==> config.mk <==
export PLATFORM = sky130hd
export DESIGN_NAME = bin2bcd
export DESIGN_NICKNAME = d
export VERILOG_FILES = /design/src/rtl/bin2bcd.sv
export SDC_FILE = /design/constraint.sdc
export NUM_CORES = 1
export LEC_CHECK = 0
export ABC_CLOCK_PERIOD_IN_PS = 1400
export CORE_MARGIN = 3
export CORE_UTILIZATION = 35
export DETAILED_ROUTE_END_ITERATION = 7
export GPL_ROUTABILITY_DRIVEN = 0
export GPL_TIMING_DRIVEN = 0
export SYNTH_ARGS = -nofsm -noshare
export SYNTH_HDL_FRONTEND = slang
export SYNTH_SLANG_ARGS = --single-unit
==> constraint.sdc <==
create_clock -name clk -period 1.4 [get_ports clk]
set_input_delay 0.21 -clock clk [delete_from_list [all_inputs] [get_ports clk]]
set_output_delay 0.21 -clock clk [all_outputs]
set_load 0.02 [all_outputs]
==> src/rtl/bin2bcd.sv <==
//------------------------------------------------------------------------------
// Module   : bin2bcd
// Purpose  : 7-bit binary to 2-digit BCD converter (sequential double dabble),
//            fixed 9-cycle turnaround, with overflow flag for operands > 99.
//            Optional macro BIN2BCD_SAT_EN saturates the digits to 99 on overflow.
// Revision : 1.0  initial release
//------------------------------------------------------------------------------
`default_nettype none

module bin2bcd (
   input  logic       clk,
   input  logic       resetb,
   input  logic       start,
   input  logic [6:0] bin,
   output logic       ready,
   output logic       done_tick,
   output logic [3:0] bcd1,
   output logic [3:0] bcd0,
   output logic       ovf
);

   typedef enum logic [1:0] {
      IDLE = 2'd0,
      OP   = 2'd1,
      DONE = 2'd2
   } state_t;

   state_t     r_state;
   logic [6:0] r_bin;
   logic [1:0] r_hun;
   logic [3:0] r_ten;
   logic [3:0] r_one;
   logic [2:0] r_cnt;
   logic       r_ready;
   logic       r_done;
   logic [3:0] r_bcd1;
   logic [3:0] r_bcd0;
   logic       r_ovf;

   logic [3:0] w_ten_adj;
   logic [3:0] w_one_adj;
   logic [1:0] w_hun_nxt;
   logic [3:0] w_ten_nxt;
   logic [3:0] w_one_nxt;
   logic       w_ovf_nxt;

   // The hundreds digit never reaches 5 for a 7-bit operand, so it needs no add-3.
   assign w_ten_adj = (r_ten >= 4'd5) ? r_ten + 4'd3 : r_ten;
   assign w_one_adj = (r_one >= 4'd5) ? r_one + 4'd3 : r_one;
   assign w_hun_nxt = {r_hun[0], w_ten_adj[3]};
   assign w_ten_nxt = {w_ten_adj[2:0], w_one_adj[3]};
   assign w_one_nxt = {w_one_adj[2:0], r_bin[6]};
   // r_hun[1] is always zero before the final shift; folding it in is harmless.
   assign w_ovf_nxt = |{r_hun, w_ten_adj[3]};

   always_ff @(posedge clk or negedge resetb) begin
      if (!resetb) begin
         r_state <= IDLE;
         r_bin   <= 7'd0;
         r_hun   <= 2'd0;
         r_ten   <= 4'd0;
         r_one   <= 4'd0;
         r_cnt   <= 3'd0;
         r_ready <= 1'b1;
         r_done  <= 1'b0;
         r_bcd1  <= 4'd0;
         r_bcd0  <= 4'd0;
         r_ovf   <= 1'b0;
      end else begin
         case (r_state)
            IDLE: begin
               if (start) begin
                  r_bin   <= bin;
                  r_hun   <= 2'd0;
                  r_ten   <= 4'd0;
                  r_one   <= 4'd0;
                  r_cnt   <= 3'd7;
                  r_ready <= 1'b0;
                  r_state <= OP;
               end
            end
            OP: begin
               r_hun <= w_hun_nxt;
               r_ten <= w_ten_nxt;
               r_one <= w_one_nxt;
               r_bin <= {r_bin[5:0], 1'b0};
               r_cnt <= r_cnt - 3'd1;
               if (r_cnt == 3'd1) begin
                  r_state <= DONE;
                  r_done  <= 1'b1;
                  r_ovf   <= w_ovf_nxt;
`ifdef BIN2BCD_SAT_EN
                  if (w_ovf_nxt) begin
                     r_bcd1 <= 4'd9;
                     r_bcd0 <= 4'd9;
                  end else begin
                     r_bcd1 <= w_ten_nxt;
                     r_bcd0 <= w_one_nxt;
                  end
`else
                  r_bcd1 <= w_ten_nxt;
                  r_bcd0 <= w_one_nxt;
`endif
               end
            end
            DONE: begin
               r_done  <= 1'b0;
               r_ready <= 1'b1;
               r_state <= IDLE;
            end
            default: begin
               r_done  <= 1'b0;
               r_ready <= 1'b1;
               r_state <= IDLE;
            end
         endcase
      end
   end

   assign ready     = r_ready;
   assign done_tick = r_done;
   assign bcd1      = r_bcd1;
   assign bcd0      = r_bcd0;
   assign ovf       = r_ovf;

endmodule

`default_nettype wire

==> metrics <==
outcome complete, but fails checks; violated checks negative hold slack, negative setup slack; I/O pin cnt 21; Final Cycle Share 1.02; hpwl dp 2.15 mm; Setup Skew 0.00785 ns; initial DRC count 55; Worst setup SP type flop; Power Dens Cells 2480 nW/um^2; first-pass GRT wire length 5.48 mm; RSZ-0062 raised after global routing yes; Fin Hold WS -0.0167 ns; die area approximately 5200 sq um; vias per inst around 5.0; initial core utilization 0.373; Routed Antenna Nets 0; clock latency at the later pin of the worst-skew pair 0.28 ns; Die H 72.0 um; Layout area overhead 36.2%; Least-Margin Pin Slew between 0.7 and 0.8 ns; Cell variety after synth 32; Setup Crit Path Kind flop to flop; vias in the first global route between 1,000 and 1,500; area leader, netlist dfrtp_1; synthesized area 1520 sq um; Num CTS Buffers 5; # diodes 0; CTS tree yes; layout cells sized above 1 0.303; largest net degree at the start of global routing 34; register share of total power 0.335; Place WS -0.182 ns; Synth area leaders dfrtp_1 (53%), o21ai_0 (5.6%), nand2_1 (5.2%); Congestion Overflow GR 0; CORE AREA 4090 sq um; cts hold-fix bufs 0; WL per Instance 14.0 um; clock share of power 0.177; area share of the largest cell type after synthesis 0.526; Via Count 1,135; Pint 3.20 mW; Max H-tree Level 2; Placed Cells 211; crit-path max FO 4; yosys warns 0; Final Instance Area 2070 sq um; Worst Path Required 1.62 ns; logic gate share of total power 0.488; FP Rows 23; CTS Buffer Depth 2; sequential element share of the synthesized area 0.543; Total GRT Usage 0.139; MaxCap Viol Count 0; Arrival @ worst endpoint 1.64 ns; Final Max Tran Viols 0; min cycle time layout 1.42 ns; final hold vios 32; leak pwr between 0.9 and 1 nW; Sink Count 33; Slew headroom 0.520; drt pass-1 iters 4; Synth Area per Inst approximately 11 sq um; Total Nets Final ~190; Peak supply drop 0.886 mV; worst hold path type input pin to asynchronous set/reset pin; Chip Width roughly 72 um; Switching Power 1.95 mW; clock root buffer clkbuf_8; Mapped Cells approximately 140; final wirelength 3.18 mm; FMAX 0.704 GHz; Setup crit end kind flop; Setup WS post-layout -0.0214 ns; antenna violations before repair 0; clock transition at the registers of the reported paths 0.07 ns; PortBufs 20; Syn Nets 157; r2r setup slk -0.02 ns; Net Sw Frac 0.378; Non-Filler Instances between 200 and 250; area of placed instances roughly 1800 sq um; number of synthesized register bits 33; Finish-stage setup viols 4; Residual DRC 0
[what timing repair did]
action	4_1_cts	5_1_grt
buffers inserted	9	0
setup endpoints to repair	23	10
resized for setup	34	8
pin swaps	5	2
[cell families after synthesis]
family                   after synthesis  share of synthesized area
XOR/XNOR                               2                     0.0115
flip-flops                            33                      0.543
buffers and inverters                 13                     0.0427
AO/OA/AOI/OAI                         39                      0.159
adder cells (fa/ha/maj)                6                     0.0493
AND/OR/NAND/NOR                       39                      0.127
multiplexers                           9                     0.0674
[state kept, by name, indices dropped and copies added (netlist names)]
| register | count |
|---|---|
| bcd0 | 4 |
| bcd1 | 4 |
| done_tick | 1 |
| ovf | 1 |
| r_bin | 7 |
| r_cnt | 3 |
| r_hun | 2 |
| r_one | 4 |
| r_state | 2 |
| r_ten | 4 |
| ready | 1 |
[worst max-delay path, stage by stage (launching register included)]
cell      delay [ns]
dfrtp_2         0.45
inv_2           0.09
ha_4            0.16
nand2b_4        0.06
a21oi_4         0.17
mux2_4          0.33
o21ai_1         0.11
[layer usage]
layer	up-vias	global-route usage	part of all wire
li1	563	-	-
met1	555	0.167	0.44
met2	14	0.238	0.52
met3	3	0.0332	0.029
met4	0	0.0585	0.010
met5	-	0	0
[worst paths after layout]
path | depth (start not counted) | to | from
max | 6 | bcd1[2]$_DFFE_PN0P_ | r_ten[0]$_DFFE_PN0P_
max reg2reg | 6 | bcd1[2]$_DFFE_PN0P_ | r_ten[0]$_DFFE_PN0P_
min reg2reg | 2 | bcd1[0]$_DFFE_PN0P_ | bcd1[0]$_DFFE_PN0P_
min in group clk | 2 | bcd1[0]$_DFFE_PN0P_ | bcd1[0]$_DFFE_PN0P_
min | 1 | r_one[1]$_DFFE_PN0P_ | resetb
max in group asynchronous | 1 | r_ten[0]$_DFFE_PN0P_ | resetb
[metrics by stage]
step / utilization / hold WS (ns) / power, mW / TNS [ns]
final: 0.508 / -0.0167 / 5.15 / -0.0609
after global routing: 0.508 / 0.0367 / 5.55 / -0.427
after CTS: 0.502 / 0.00531 / 5.13 / -0.192
after detailed placement: 0.438 / 0.314 / 3.88 / -2.85
after global placement: 0.439 / 0.461 / 3.78 / -19.49
after floorplan: - / -0.0856 / 3.17 / -0.0946
[power groups by stage]
stage / clock (mW) / combinational [mW] / sequential, mW
final: 0.914 / 2.51 / 1.72
after global routing: 0.979 / 2.78 / 1.79
after CTS: 0.939 / 2.48 / 1.71
after detailed placement: 0 / 2.16 / 1.72
after global placement: 0 / 2.09 / 1.69
after floorplan: 0 / 1.34 / 1.83
[cells in the final DEF, fill, tap and decap left out, types with 5 or more instances in the layout]
cell / n
o21ai_1: 8
clkdlybuf4s50_1: 8
o21ai_0: 11
buf_4: 9
dlygate4sd2_1: 11
mux2i_1: 5
nand2_1: 21
clkbuf_8: 6
dfrtp_1: 31
inv_2: 5
[cell usage after synthesis (all sizes together)]
master and instances:
a21o 1, a21oi 6, a22o 4, a22oi 2
a31oi 2, a32o 1, and2b 1, buf 4
dfrtp 32, dfstp 1, ha 6, inv 9
mux2 4, mux2i 5, nand2 22, nand2b 3
nor2 4, nor2b 2, nor3 3, nor3b 2
o21ai 22, o31ai 1, or3b 2, xnor2 2
[final cells by class]
class | instances | area (sq um)
clock buffers | 7 | 86.3
multi-input cells | 95 | 751
fillers | 379 | 2010
inverters | 9 | 41.3
plain buffers | 4 | 26.3
flip-flops and latches | 33 | 828
well taps | 50 | 62.6
clock inverters | 1 | 30.0
repair buffers | 29 | 249
Note: power is estimated with default switching activity, not from simulation.
==> edit: new RTL, same settings <==
Put one more register stage on the output `ovf`, with the module's reset. The value now appears one clock later. The other outputs are not delayed to match.
--- a/src/rtl/bin2bcd.sv
+++ b/src/rtl/bin2bcd.sv
@@ -121,7 +121,13 @@
    assign done_tick = r_done;
    assign bcd1      = r_bcd1;
    assign bcd0      = r_bcd0;
-   assign ovf       = r_ovf;
+   always_ff @(posedge clk or negedge resetb) begin
+      if (!resetb) begin
+         ovf <= '0;
+      end else begin
+         ovf <= r_ovf;
+      end
+   end
 
 endmodule
 
Check against the original RTL: not equivalent (Yosys sat finds a counterexample within 10 cycles, from zero or initial values and one cycle with resetb low).
==> edit against the original RTL <==
The run still ends with negative hold slack, negative setup slack left; cell area rose by 1.6%; sequential cell count rose by 1; wire length up 3.5%; setup slack lost 36 ps; total power fell by 1.1%; critical path depth did not move; clock skew barely moved; synthesized area is 1.6% higher; largest cell class unchanged.
==> edit: results (changes against the original RTL) <==
[status]
outcome = complete, but fails checks  ; unchanged
violations = negative hold slack, negative setup slack  ; unchanged

[layout]
register_area_sq_um = 853  ; was 828 sq um
nNetsFinal = 200  ; was 193
nNonClkBuffers = 39  ; was 33
top_register = r_bin  ; unchanged
num-fill-cells = 396  ; was 379
seq_cells = 34  ; was 33
bufAreaShareNonClock_pct = 15.7  ; was 13.3%
multi_input_area_sq_um = 743  ; was 751 sq um
drive_gt1_share_pct = 30.4  ; was 30.3%
area_share_clock_buf_inv_pct = 3.62  ; was 5.61%
final_cell_count_no_fill = 234  ; was 228
seq_share_pct = 40.5  ; was 39.9%

[clocking]
cts_buffers = 5  ; unchanged
ctsResizeCount = 30  ; was 34
cts_setup_buffers = 11  ; was 9
cts_root_buffer = clkbuf_8  ; unchanged

[logic_synthesis]
async_reset_ff_share_pct = 100  ; unchanged
yosysSeqAreaShare_pct = 55.1  ; was 54.3%
syn_inst = 142  ; was 141
synthTopCellsByArea = dfrtp_1, o21ai_0, nand2_1  ; unchanged
syn_nets = 158  ; was 157
synthDistinctLibCells = 32  ; unchanged
synth_common_cells = dfrtp_1, nand2_1, o21ai_0  ; unchanged

[sta]
finalSetupViolCount = 4  ; unchanged
max-slew-margin-rel_pct = 49.3  ; was 52.0%
hold_slack_ps = -15.4  ; was -16.7 ps
hold_violations = 22  ; was 32
setup_ws_ps = -57.8  ; was -21.4 ps
skew_ps = 8.16  ; was 7.85 ps

[power]
peakVddDrop_uv = 940  ; was 886 uV
power.leakage_uw = 0.000976  ; was 0.000961 uW
intPower_uw = 3120  ; was 3200 uW

[grt]
grt_max_degree = 35  ; was 34
grt_pass1_vias = 1191  ; was 1,186
antenna_found_initial = 0  ; unchanged
grt_pass1_wl_um = 5540  ; was 5480 um
grt_util_all_layers_pct = 14.1  ; was 13.9%

[setup_path]
slowest_stage = dfrtp_1  ; was dfrtp_2
critPathArrivalTime_ps = 1680  ; was 1640 ps
critPathMaxFanout = 3  ; was 4
cpPeakStageDelay_ps = 390  ; was 450 ps
crit_family = flip-flops  ; unchanged

[route]
drt_iter0_markers = 67  ; was 55
via_per_inst = 5.08  ; was 4.98
wl_um = 3290  ; was 3180 um

[placement]
hpwlAfterDp_um = 2010  ; was 2150 um
place_inst = 212  ; was 211
pre_cts_slack_ps = -178  ; was -182 ps
dpl_cell_area_sq_um = 1820  ; was 1790 sq um

[die]
die-width_um = 72.5  ; was 72.0 um

edit: layer usage:
layer	vias up	track usage, %	share of wire [%]
met3	7	4.16	5.1
met5	-	0	0
met1	583	18.0	45
li1	570	-	-
met4	0	7.58	2.0
met2	28	21.5	48
edit: power groups by stage:
| stage | registers (uW) | clock network (uW) | logic [uW] |
|---|---|---|---|
| finish | 1780 | 676 | 2630 |
| global route | 1840 | 752 | 2900 |
| CTS | 1760 | 698 | 2450 |
| detailed placement | 1760 | 0 | 2150 |
| global placement | 1740 | 0 | 2080 |
| floorplan | 1880 | 0 | 1340 |
edit: cell families (layout without fill, tap and decap cells):
logic type	Yosys count	after routing	share of synthesized area (%)
buffers and inverters	13	55	4.20
adders and majority gates	6	6	4.85
AOI/OAI and AO/OA	39	39	15.6
xor gates and xnor gates	2	2	1.13
and+or+nand+nor	39	39	12.5
muxes	9	9	6.63
DFF	34	34	55.1
edit: path summary, 6_finish.rpt:
check / start / end / slack [ps] / cells after the start
hold / removal: resetb / r_ten[3]$_DFFE_PN0P_ / -20 / 1
hold reg to reg: r_ovf$_DFFE_PN0P_ / ovf$_DFF_PN0_ / 380 / 0
max in group asynchronous: resetb / r_state[0]$_DFFE_PN0P_ / 880 / 1
setup / recovery: r_ten[1]$_DFFE_PN0P_ / bcd1[2]$_DFFE_PN0P_ / -60 / 6
min in group clk: r_ovf$_DFFE_PN0P_ / ovf$_DFF_PN0_ / 380 / 0
setup reg to reg: r_ten[1]$_DFFE_PN0P_ / bcd1[2]$_DFFE_PN0P_ / -60 / 6
edit: metrics by stage:
| stage | TNS [ps] | total power, uW |
|---|---|---|
| detailed placement | -2850 | 3910 |
| finish | -142 | 5090 |
| global route | -505 | 5500 |
| global placement | -21520 | 3810 |
| CTS | -284 | 4900 |
| floorplan | -94.6 | 3220 |
